`src/rtl/timer_pkg.sv`:
```
// Shared types and default constants for the timer sequencer and its downstream timer.
package timer_pkg;

    localparam int W_DEFAULT       = 8;
    localparam int TIMEOUT_DEFAULT = 16;
    localparam int TIMER_N_DEFAULT = 8;

    typedef enum logic [2:0] {
        S_IDLE  = 3'd0,
        S_ISSUE = 3'd1,
        S_WAIT  = 3'd2,
        S_GAP   = 3'd3,
        S_FIN   = 3'd4,
        S_ERR   = 3'd5
    } seq_state_t;

    typedef enum logic [1:0] {
        T_IDLE = 2'd0,
        T_RUN  = 2'd1,
        T_DONE = 2'd2
    } timer_state_t;

    // Counter width able to hold values 0..limit-1 with one bit of headroom.
    function automatic int cnt_width(input int limit);
        return $clog2(limit) + 1;
    endfunction

endpackage

```
`src/rtl/wd_counter.sv`:
```
// Watchdog counter: counts enabled cycles and flags expiry at TIMEOUT-1.
module wd_counter
    import timer_pkg::*;
#(
    parameter int TIMEOUT = TIMEOUT_DEFAULT
) (
    input  logic CLK,
    input  logic N_RESET,
    input  logic CLR,
    input  logic EN,
    output logic EXPIRED
);

    localparam int CW = cnt_width(TIMEOUT);

    logic [CW-1:0] count;

    assign EXPIRED = (count == CW'(TIMEOUT - 1));

    // Saturates at the expiry value so the count can never wrap.
    always_ff @(posedge CLK or negedge N_RESET) begin
        if (!N_RESET) begin
            count <= '0;
        end else if (CLR) begin
            count <= '0;
        end else if (EN && !EXPIRED) begin
            count <= count + CW'(1);
        end
    end

endmodule

```
`src/rtl/timer_sequencer.sv`:
```
// Runs a downstream timer REPS times back to back, with a watchdog on each wait for RDY.
module timer_sequencer
    import timer_pkg::*;
#(
    parameter int W       = W_DEFAULT,
    parameter int TIMEOUT = TIMEOUT_DEFAULT
) (
    input  logic         CLK,
    input  logic         N_RESET,
    input  logic         GO,
    input  logic [W-1:0] REPS,
    input  logic         ABORT,
    input  logic         RDY,
    output logic         START,
    output logic         BUSY,
    output logic         DONE,
    output logic         FAULT,
    output logic [W-1:0] REP_COUNT,
    output seq_state_t   DBG_STATE
);

    // Handshake with the timer: START is a one-cycle request issued only once the
    // timer is known idle (after GAP); RDY is a one-cycle completion honoured only in WAIT.

    seq_state_t   state;
    seq_state_t   state_next;
    logic [W-1:0] target;
    logic [W-1:0] rep_count;
    logic         go_accept;
    logic         rdy_accept;
    logic         last_run;
    logic         wd_expired;

    assign go_accept  = (state == S_IDLE) && GO && !ABORT;
    assign rdy_accept = (state == S_WAIT) && RDY && !ABORT;
    assign last_run   = ((rep_count + W'(1)) == target);

    wd_counter #(
        .TIMEOUT (TIMEOUT)
    ) u_wd (
        .CLK     (CLK),
        .N_RESET (N_RESET),
        .CLR     (state == S_ISSUE),
        .EN      ((state == S_WAIT) && !RDY),
        .EXPIRED (wd_expired)
    );

    always_ff @(posedge CLK or negedge N_RESET) begin
        if (!N_RESET) begin
            state <= S_IDLE;
        end else begin
            state <= state_next;
        end
    end

    // ABORT outranks GO and RDY; RDY outranks a simultaneous watchdog expiry.
    always_comb begin
        state_next = state;
        case (state)
            S_IDLE: begin
                if (go_accept) begin
                    state_next = (REPS != '0) ? S_ISSUE : S_FIN;
                end
            end
            S_ISSUE: state_next = ABORT ? S_IDLE : S_WAIT;
            S_WAIT: begin
                if (ABORT) begin
                    state_next = S_IDLE;
                end else if (RDY) begin
                    state_next = last_run ? S_FIN : S_GAP;
                end else if (wd_expired) begin
                    state_next = S_ERR;
                end
            end
            S_GAP:   state_next = ABORT ? S_IDLE : S_ISSUE;
            S_FIN:   state_next = S_IDLE;
            S_ERR:   state_next = ABORT ? S_IDLE : S_ERR;
            default: state_next = S_IDLE;
        endcase
    end

    always_ff @(posedge CLK or negedge N_RESET) begin
        if (!N_RESET) begin
            target    <= '0;
            rep_count <= '0;
        end else if (go_accept) begin
            target    <= REPS;
            rep_count <= '0;
        end else if (rdy_accept) begin
            rep_count <= rep_count + W'(1);
        end
    end

    always_comb begin
        START     = (state == S_ISSUE);
        BUSY      = (state == S_ISSUE) || (state == S_WAIT) || (state == S_GAP);
        DONE      = (state == S_FIN);
        FAULT     = (state == S_ERR);
        REP_COUNT = rep_count;
        DBG_STATE = state;
    end

endmodule
```
`config.mk`:
```
export PLATFORM = sky130hd
export DESIGN_NAME = timer_sequencer
export DESIGN_NICKNAME = d
export VERILOG_FILES = /design/src/rtl/timer_pkg.sv /design/src/rtl/wd_counter.sv /design/src/rtl/timer_sequencer.sv
export SDC_FILE = /design/constraint.sdc
export NUM_CORES = 1
export LEC_CHECK = 0
export CAP_MARGIN = 15
export CELL_PAD_IN_SITES_DETAIL_PLACEMENT = 1
export CELL_PAD_IN_SITES_GLOBAL_PLACEMENT = 1
export CORE_MARGIN = 1
export CORE_UTILIZATION = 39
export DETAILED_ROUTE_END_ITERATION = 8
export GPL_ROUTABILITY_DRIVEN = 0
export HOLD_SLACK_MARGIN = 0.08
export MAX_ROUTING_LAYER = met4
export PLACE_DENSITY = 0.87
export REMOVE_ABC_BUFFERS = 1
export SLEW_MARGIN = 20
export SYNTH_ARGS = -nofsm -noshare
export SYNTH_HDL_FRONTEND = slang
export SYNTH_HIERARCHICAL = 1
export SYNTH_SLANG_ARGS = --single-unit
export TNS_END_PERCENT = 5
```
`constraint.sdc`:
```
create_clock -name CLK -period 3.15 [get_ports CLK]
set_clock_uncertainty 0.05 [all_clocks]
set_input_delay 0.63 -clock CLK [delete_from_list [all_inputs] [get_ports CLK]]
set_output_delay 0.63 -clock CLK [all_outputs]
set_load 0.005 [all_outputs]
```
==> After elaboration in Yosys (flattened, before gate mapping) <==
Index checks and enable logic that the tools add are counted.
{ "word_totals": {"reg_bits": 24, "inputBits": 13, "wordCells": 45} }
{ "classes": {"add_sub_neg": 2, "eq_ne": 9, "mux": 14, "reduce_logical": 16} }
{ "op_table": {"columns": ["operator", "count"], "rows": [
  ["2-to-1 mux 3 bit", 7],
  ["2-to-1 mux 8 bit", 2],
  ["one-hot mux 3 bit (5 select lines)", 1],
  ["2-to-1 mux 5 bit", 2],
  ["adder 8 x 1 -> 8 bit, second input constant", 1],
  ["== test 8 bit", 1],
  ["nonzero test 8 bit", 1],
  ["== test 3 x 2 -> 1 bit, second input constant", 2],
  ["== test 3 bit, second input constant", 2],
  ["logical AND 1 bit", 6],
  ["adder 5 x 1 -> 5 bit, second input constant", 1],
  ["== test 5 x 4 -> 1 bit, second input constant", 1],
  ["!= test 4 x 3 -> 1 bit, second input constant", 1],
  ["nonzero test 2 bit", 2],
  ["== test 3 x 1 -> 1 bit, second input constant", 1],
  ["zero test 1 bit", 3],
  ["zero test 3 bit", 1],
  ["logical OR 1 bit", 2],
  ["2-to-1 mux 2 bit", 1],
  ["!= test 2 bit, second input constant", 1],
  ["AND reduction 2 bit", 1],
  ["2-to-1 mux 1 bit", 1]
]} }

==> Longest topological paths before layout <==
Gate-level depths: netlist of the first run.
{ "depth": {"ltp_word": 6, "depth_mapped": 8, "depth_no_buf": 8} }

==> Cells and area by module <==
Netlist of the first run, hierarchy kept.
{ "modules_own_cells": {"columns": ["mod", "instances", "cells_per_inst", "area_per_inst_um2", "seq_area_each_um2"], "rows": [
  ["timer_sequencer", 1, 119, 1154.9, 475.5],
  ["wd_counter", 1, 23, 260.2, 125.1]
]} }

==> Worst setup path after synthesis of the first run <==
Ideal clock, no wire load.
{ "synth_timing": {"path_kind": "register to register", "from": "register rep_count[0], in the netlist REP_COUNT[0]", "to": "register state[1], in the netlist DBG_STATE[1]", "setup_ns": 0.126, "t_arrival_ns": 2.061, "slack_ns": 0.913, "stages_incl_launch_ff": 7, "synth_period_minus_slack_ns": 2.237, "path_cell_list": "dfrtp_1 -> ha_1 -> and3_2 -> and3_2 -> xnor2_1 -> or4_4 -> a221o_1"} }
{ "synth_via": {"elab_chain_len": 6} }
{ "synth_rtl": {"columns": ["element", "line", "text"], "rows": [
  ["from (decl)", "timer_sequencer.sv:28", "logic [W-1:0] rep_count;"],
  ["from (signal assigned)", "timer_sequencer.sv:90", "rep_count <= rep_count + W'(1);"],
  ["adder 8 x 1 -> 8 bit", "timer_sequencer.sv:36", "assign last_run = ((rep_count + W'(1)) == target);"],
  ["== test 8 bit", "timer_sequencer.sv:36", null],
  ["2-to-1 mux 3 bit", "timer_sequencer.sv:70", "state_next = last_run ? S_FIN : S_GAP;"],
  ["2-to-1 mux 3 bit", "timer_sequencer.sv:69", "end else if (RDY) begin"],
  ["2-to-1 mux 3 bit", "timer_sequencer.sv:67", "if (ABORT) begin"],
  ["one-hot mux 3 bit (5 select lines)", "timer_sequencer.sv:59", "case (state)"],
  ["to (signal assigned)", "timer_sequencer.sv:52", "state <= state_next;"],
  ["to (decl)", "timer_sequencer.sv:25", "seq_state_t state;"]
]} }
Every way passes these cells.
A chain may end at the register's enable or synchronous reset.

==> Worst setup path in the final report of the first run <==
{ "layout_timing": {"from": "register state[1], in the netlist DBG_STATE[1]", "to": "output port START"} }
{ "layout_via": {"elab_chain_len": 1} }
{ "layout_rtl": {"columns": ["element", "line", "text"], "rows": [
  ["== test 3 x 1 -> 1 bit", "timer_sequencer.sv:95", "START = (state == S_ISSUE);"],
  ["to (decl)", "timer_sequencer.sv:14", "output logic START,"]
]} }
Every way passes these cells.

==> metrics.yaml, run 1 <==
sta:
  layout_setup_ws_ns: 0.486
  setup_tns_ns: 0
  rsz0062_at_grt: "no"
  fin_crit_ns: 2.66
  final-setup-viol-count: 0
  hold_viol_final: 0
  clock.fmax_mhz: 375
  tightest_slew_ns: 0.562
  period_share: 0.846
  maxSlewViolCount: 0
  hold_ws_ns: 0.497
  slew_headroom: 0.622
flow_run:
  drv_cap: 0
global_route:
  grt_antenna_before_repair: 0
  grt_max_degree: 25
  grt_pass1_wl_um: 6260
  grt_usage: 0.213
  grt_pass1_vias: 1283
  grt-ovfl-total: 0
synthesis:
  syn_area_per_cell_um2: 9.97
  yosysMostFrequentCell: "dfrtp_1"
  yosysSeqAreaShare: 0.424
  yosysUniqueCellTypes: 43
  ys.flop_type: "dfrtp_1"
  synthDominantCellAreaShare: 0.424
  syn_area_um2: 1420
  yosys_warnings: 6
  async_reset_ff_frac: 1.00
  synth_area_leaders: "dfrtp_1, mux2_2, xnor2_1"
  synth_cells: 142
  ys_seq_elements: 24
  synth_top_area_cell: "dfrtp_1"
  synth_edf_count: 0
  ys_top_cells_by_count: "dfrtp_1, nor2_1, o21ai_0"
die:
  row_count: 21
  die_width_um: 62.2
  die_y_um: 62.2
  start_util: 0.414
  die-area_um2: 3870
  placeableCoreArea_um2: 3420
  ios: 28
clocking:
  cts_setup_buffers: 0
  cts_num_sinks: 24
  clk-insertion-delay-late_ns: 0.32
  cts_tree: "built"
  htree_num_levels: 1
  root_buffer: "clkbuf_4"
  cts-hold-fix-buffers: 0
  cts-resized-gates: 0
  numCtsBuffers: 3
  cts.clk_slew.worst_paths_ns: 0.13
  cts.path.max_buffers: 2
placement:
  dp_hpwl_um: 2800
  place_area_um2: 1730
  port_buffers: 27
  place_ws_ns: 0.434
  dp.cells: 213
critical_path:
  worst_ep_arrival_time_ns: 1.98
  crit_type: "register to output pin"
  worstReg2RegStart: "REP_COUNT[0]"
  startpoint: "DBG_STATE[1]"
  critPathRequiredTime_ns: 2.47
  startpoint_type: "register"
  path_max_fanout: 11
  critPathCaptureType: "output pin"
power:
  leakage_nw: 0.733
  totalPowerFinal_mw: 1.12
  vdd_drop_max_uv: 354
  power_density_nw_per_um2: 637
route:
  wl_per_cell_um: 16.8
  drt-total-wl_um: 3630
  ant_nets: 0
  route.detailed.drc: 0
  drt_iter0_markers: 52
  via_per_inst: 5.56
  drt_first_pass_iters: 4
  vias: 1201
finish:
  drive_above_1_share: 0.129
  nets: 188
  final_cells: 216
  antenna_cells: 0
  final_area_um2: 1750
  nFillCells: 413
  final_core_utilization: 0.513
  area_delta_synth_final_pct: 23.8
hold_path:
  worst_hold_path_type: "register to register"
  hold_start: "target[0]"
outcome:
  status: "finished, final reports clean"
## layout make-up
type	instances	area (µm²)	area share
Clock buffer	3	22.5	0.0129
Inverter	3	11.3	0.00643
Multi-Input combinational cell	110	767	0.438
Sequential cell	24	601	0.343
Tap cell	46	57.6	0.0329
Timing Repair Buffer	30	293	0.167
## routing by layer
metal / GRT usage / share of wire / vias to the layer above
met2: 0.372 / 0.52 / 25
met4: 0.0959 / 0.025 / 0
met1: 0.242 / 0.43 / 602
met5: - / 0 / -
met3: 0.0276 / 0.026 / 8
li1: - / - / 566
## state kept, by name, indices dropped and copies added (netlist names)
register and flops:
REP_COUNT 8, DBG_STATE 3, target 8, u_wd/count 5
## worst max-delay path, stage by stage (launching register included)
cell and delay, ns:
dfrtp_1 0.52, or2b_2 0.38, nor2_1 0.10, buf_4 0.15
clkdlybuf4s50_1 0.51
## cells by family (layout without fill, tap and decap cells)
logic type	after synthesis	after routing	synth area share
XOR/XNOR	15	15	0.103
adder cells (fa/ha/maj)	3	3	0.0265
buffers and inverters	8	36	0.0336
AO/OA/AOI/OAI	27	27	0.115
multiplexers	10	10	0.0787
AND/OR/NAND/NOR	55	55	0.218
flip-flops	24	24	0.424
## layout by cell type (no fill, tap or decap), types with 5 or more instances in the layout
master and count:
a21oi_1 5, clkdlybuf4s50_1 27, dfrtp_1 24, mux2_2 8
nand2_1 8, nor2_1 15, o21ai_0 14, xnor2_1 10
## final timing paths
check                      cells after the start  slack, ns       endpoint
max                                            4       0.49          START
min                                            1       0.50      target[0]
max reg2reg                                    6       0.74   DBG_STATE[1]
min reg2reg                                    1       0.50      target[0]
max in group asynchronous                      2       2.20  u_wd/count[2]
min in group asynchronous                      2       0.61   REP_COUNT[6]
## power breakdown
group	internal [mW]	total (mW)	switching (mW)
sequential	0.394	0.490	0.0964
clock	0.0449	0.140	0.0949
combinational	0.271	0.486	0.216
Note: power is estimated with default switching activity, not from simulation.
==> run 2, diff against run 1 <==
--- a/config.mk
+++ b/config.mk
@@ -9,12 +9,12 @@
 export CELL_PAD_IN_SITES_DETAIL_PLACEMENT = 1
 export CELL_PAD_IN_SITES_GLOBAL_PLACEMENT = 1
 export CORE_MARGIN = 1
-export CORE_UTILIZATION = 39
+export CORE_UTILIZATION = 35
 export DETAILED_ROUTE_END_ITERATION = 8
 export GPL_ROUTABILITY_DRIVEN = 0
 export HOLD_SLACK_MARGIN = 0.08
 export MAX_ROUTING_LAYER = met4
-export PLACE_DENSITY = 0.87
+export PLACE_DENSITY = 0.83
 export REMOVE_ABC_BUFFERS = 1
 export SLEW_MARGIN = 20
 export SYNTH_ARGS = -nofsm -noshare
==> constraint.sdc (replaced) <==
create_clock -name CLK -period 2.3 [get_ports CLK]
set_clock_uncertainty 0.05 [all_clocks]
set_input_delay 0.46 -clock CLK [delete_from_list [all_inputs] [get_ports CLK]]
set_output_delay 0.46 -clock CLK [all_outputs]
set_load 0.005 [all_outputs]
==> metrics.yaml, run 2 (synthesis results as in run 1) <==
power:
  power_density_nw_per_um2: 898  # +41%
  vdd_drop_max_uv: 406  # +15%
  totalPowerFinal_mw: 1.69  # +51%
  leakage_nw: 0.806  # +10%
die:
  row_count: 22  # +4.8%
  ios: 28  # unchanged
  placeableCoreArea_um2: 3770  # +10%
  die-area_um2: 4300  # +11%
  die_y_um: 65.6  # +5.4%
  start_util: 0.375  # -0.0390
  die_width_um: 65.6  # +5.4%
sta:
  maxSlewViolCount: 0  # unchanged
  tightest_slew_ns: 0.476  # -0.0858 ns
  final-setup-viol-count: 0  # unchanged
  slew_headroom: 0.680  # +0.0578
  clock.fmax_mhz: 450
  period_share: 0.966
  rsz0062_at_grt: "no"
  setup_tns_ns: 0  # unchanged
  hold_viol_final: 0  # unchanged
  fin_crit_ns: 2.22
clocking:
  root_buffer: "clkbuf_8"
  cts_tree: "built"
  cts_num_sinks: 24  # unchanged
  cts.clk_slew.worst_paths_ns: 0.09  # -0.04 ns
  cts.path.max_buffers: 2  # unchanged
  numCtsBuffers: 3  # unchanged
  cts_setup_buffers: 0  # unchanged
  htree_num_levels: 1  # unchanged
  clk-insertion-delay-late_ns: 0.27  # -0.05 ns
route:
  via_per_inst: 5.29  # -4.8%
  drt-total-wl_um: 3700  # +2.0%
  vias: 1223  # +1.8%
  route.detailed.drc: 0  # unchanged
  drt_first_pass_iters: 4  # unchanged
  wl_per_cell_um: 16.0  # -4.6%
  ant_nets: 0  # unchanged
  drt_iter0_markers: 23  # -56%
critical_path:
  slowest_stage: "or4_4"
  critPathRequiredTime_ns: 2.40  # -0.07 ns
  worst_ep_arrival_time_ns: 2.32  # +0.34 ns
  crit_type: "register to register"
  path_max_fanout: 6  # -5
  cp_cell_sequence: "buf_4 > and3_2 > xnor2_1 > nand4_1 > or4_4 > a221o_1"
  startpoint_type: "register"
  worstReg2RegStart: "REP_COUNT[1]"
  critPathCaptureType: "register"
  startpoint: "REP_COUNT[1]"
  worst_path_largest_cell_delay_ns: 0.57  # +0.05 ns
placement:
  port_buffers: 27  # unchanged
  dp_hpwl_um: 2910  # +3.9%
flow_run:
  drv_cap: 0  # unchanged
global_route:
  grt_usage: 0.192  # -0.0206
  grt_antenna_before_repair: 0  # unchanged
  grt-ovfl-total: 0  # unchanged
  grt_pass1_wl_um: 6130  # -2.1%
  grt_pass1_vias: 1277  # -0.47%
  grt_max_degree: 25  # unchanged
finish:
  final_cell_mix: "clkdlybuf4s50_1, dfrtp_1, nor2_1, buf_4, o21ai_0"
  final_common_cell: "clkdlybuf4s50_1"
  drive_above_1_share: 0.202  # +0.0728
  area_delta_synth_final_pct: 33.1
  nets: 200  # +6.4%
  antenna_cells: 0  # unchanged
outcome:
  status: "finished, final reports clean"
hold_path:
  worst_hold_path_type: "register to register"
  hold_start: "REP_COUNT[7]"
run 2: changes by cell type in the layout (fill, tap and decap cells not counted):
| cell | previous run | this run |
|---|---|---|
| buf_4 | 3 | 15 |
| clkbuf_8 | 0 | 4 |
| clkbuf_4 | 3 | 0 |
| and3_1 | 2 | 1 |
| and3_4 | 1 | 2 |
| dfrtp_1 | 24 | 23 |
| dfrtp_2 | 0 | 1 |
run 2: worst max-delay path: cells and delay by family, from the launching register on:
family	cells	cell delay, ns
DFF	1	0.40
buffers and inverters	1	0.15
xor gates and xnor gates	1	0.17
AOI/OAI and AO/OA	1	0.33
and+or+nand+nor	3	1.00
run 2: layout make-up:
type                    instances  area [µm²]
clock buffers                   4        55.1
fillers                       433        1890
inverters                       3        11.3
multi-input cells             110         772
flip-flops and latches         24         602
well taps                      48        60.1
repair buffers                 42         383
run 2: worst paths after layout:
check | depth (start not counted) | slack, ns | endpoint
worst max register to register | 6 | 0.08 | DBG_STATE[1]
worst max-delay path | 6 | 0.08 | DBG_STATE[1]
worst min-delay path | 1 | 0.49 | REP_COUNT[7]
worst min register to register | 1 | 0.49 | REP_COUNT[7]
min in group asynchronous | 2 | 0.50 | REP_COUNT[3]
max in group asynchronous | 2 | 1.43 | DBG_STATE[2]
run 2: power by group:
| group | internal, mW | total (mW) | leakage [nW] | switching (mW) |
|---|---|---|---|---|
| sequential | 0.541 | 0.630 | 0.312 | 0.0892 |
| combinational | 0.417 | 0.774 | 0.465 | 0.357 |
| clock | 0.153 | 0.287 | 0.0288 | 0.134 |
run 2: timing repair:
| item | in CTS | in global routing |
|---|---|---|
| gates resized for setup | 0 | 3 |
| hold buffers | 0 | 0 |
| endpoints found under the setup margin | 0 | 2 |
run 2: stage by stage:
stage / util / area [µm²] / instances / worst slack, ns / hold slack (ns)
detailed placement: 0.483 / 1820 / 227 / 0.0755 / 0.474
finish: 0.499 / 1880 / 231 / 0.0781 / 0.489
global route: 0.499 / 1880 / 231 / 0.0174 / 0.506
CTS: 0.498 / 1880 / 231 / 0.0553 / 0.495
floorplan: - / 1380 / 137 / 0.0630 / 0.114
global placement: 0.483 / 1820 / 227 / 0.109 / 0.465
run 2: layer usage:
| metal | track usage | routed length (µm) | up-vias |
|---|---|---|---|
| li1 | - | - | 590 |
| met1 | 0.234 | 1740 | 603 |
| met2 | 0.330 | 1800 | 30 |
| met3 | 0.0417 | 154 | 0 |
| met4 | 0.0326 | 0 | 0 |
| met5 | - | 0 | - |
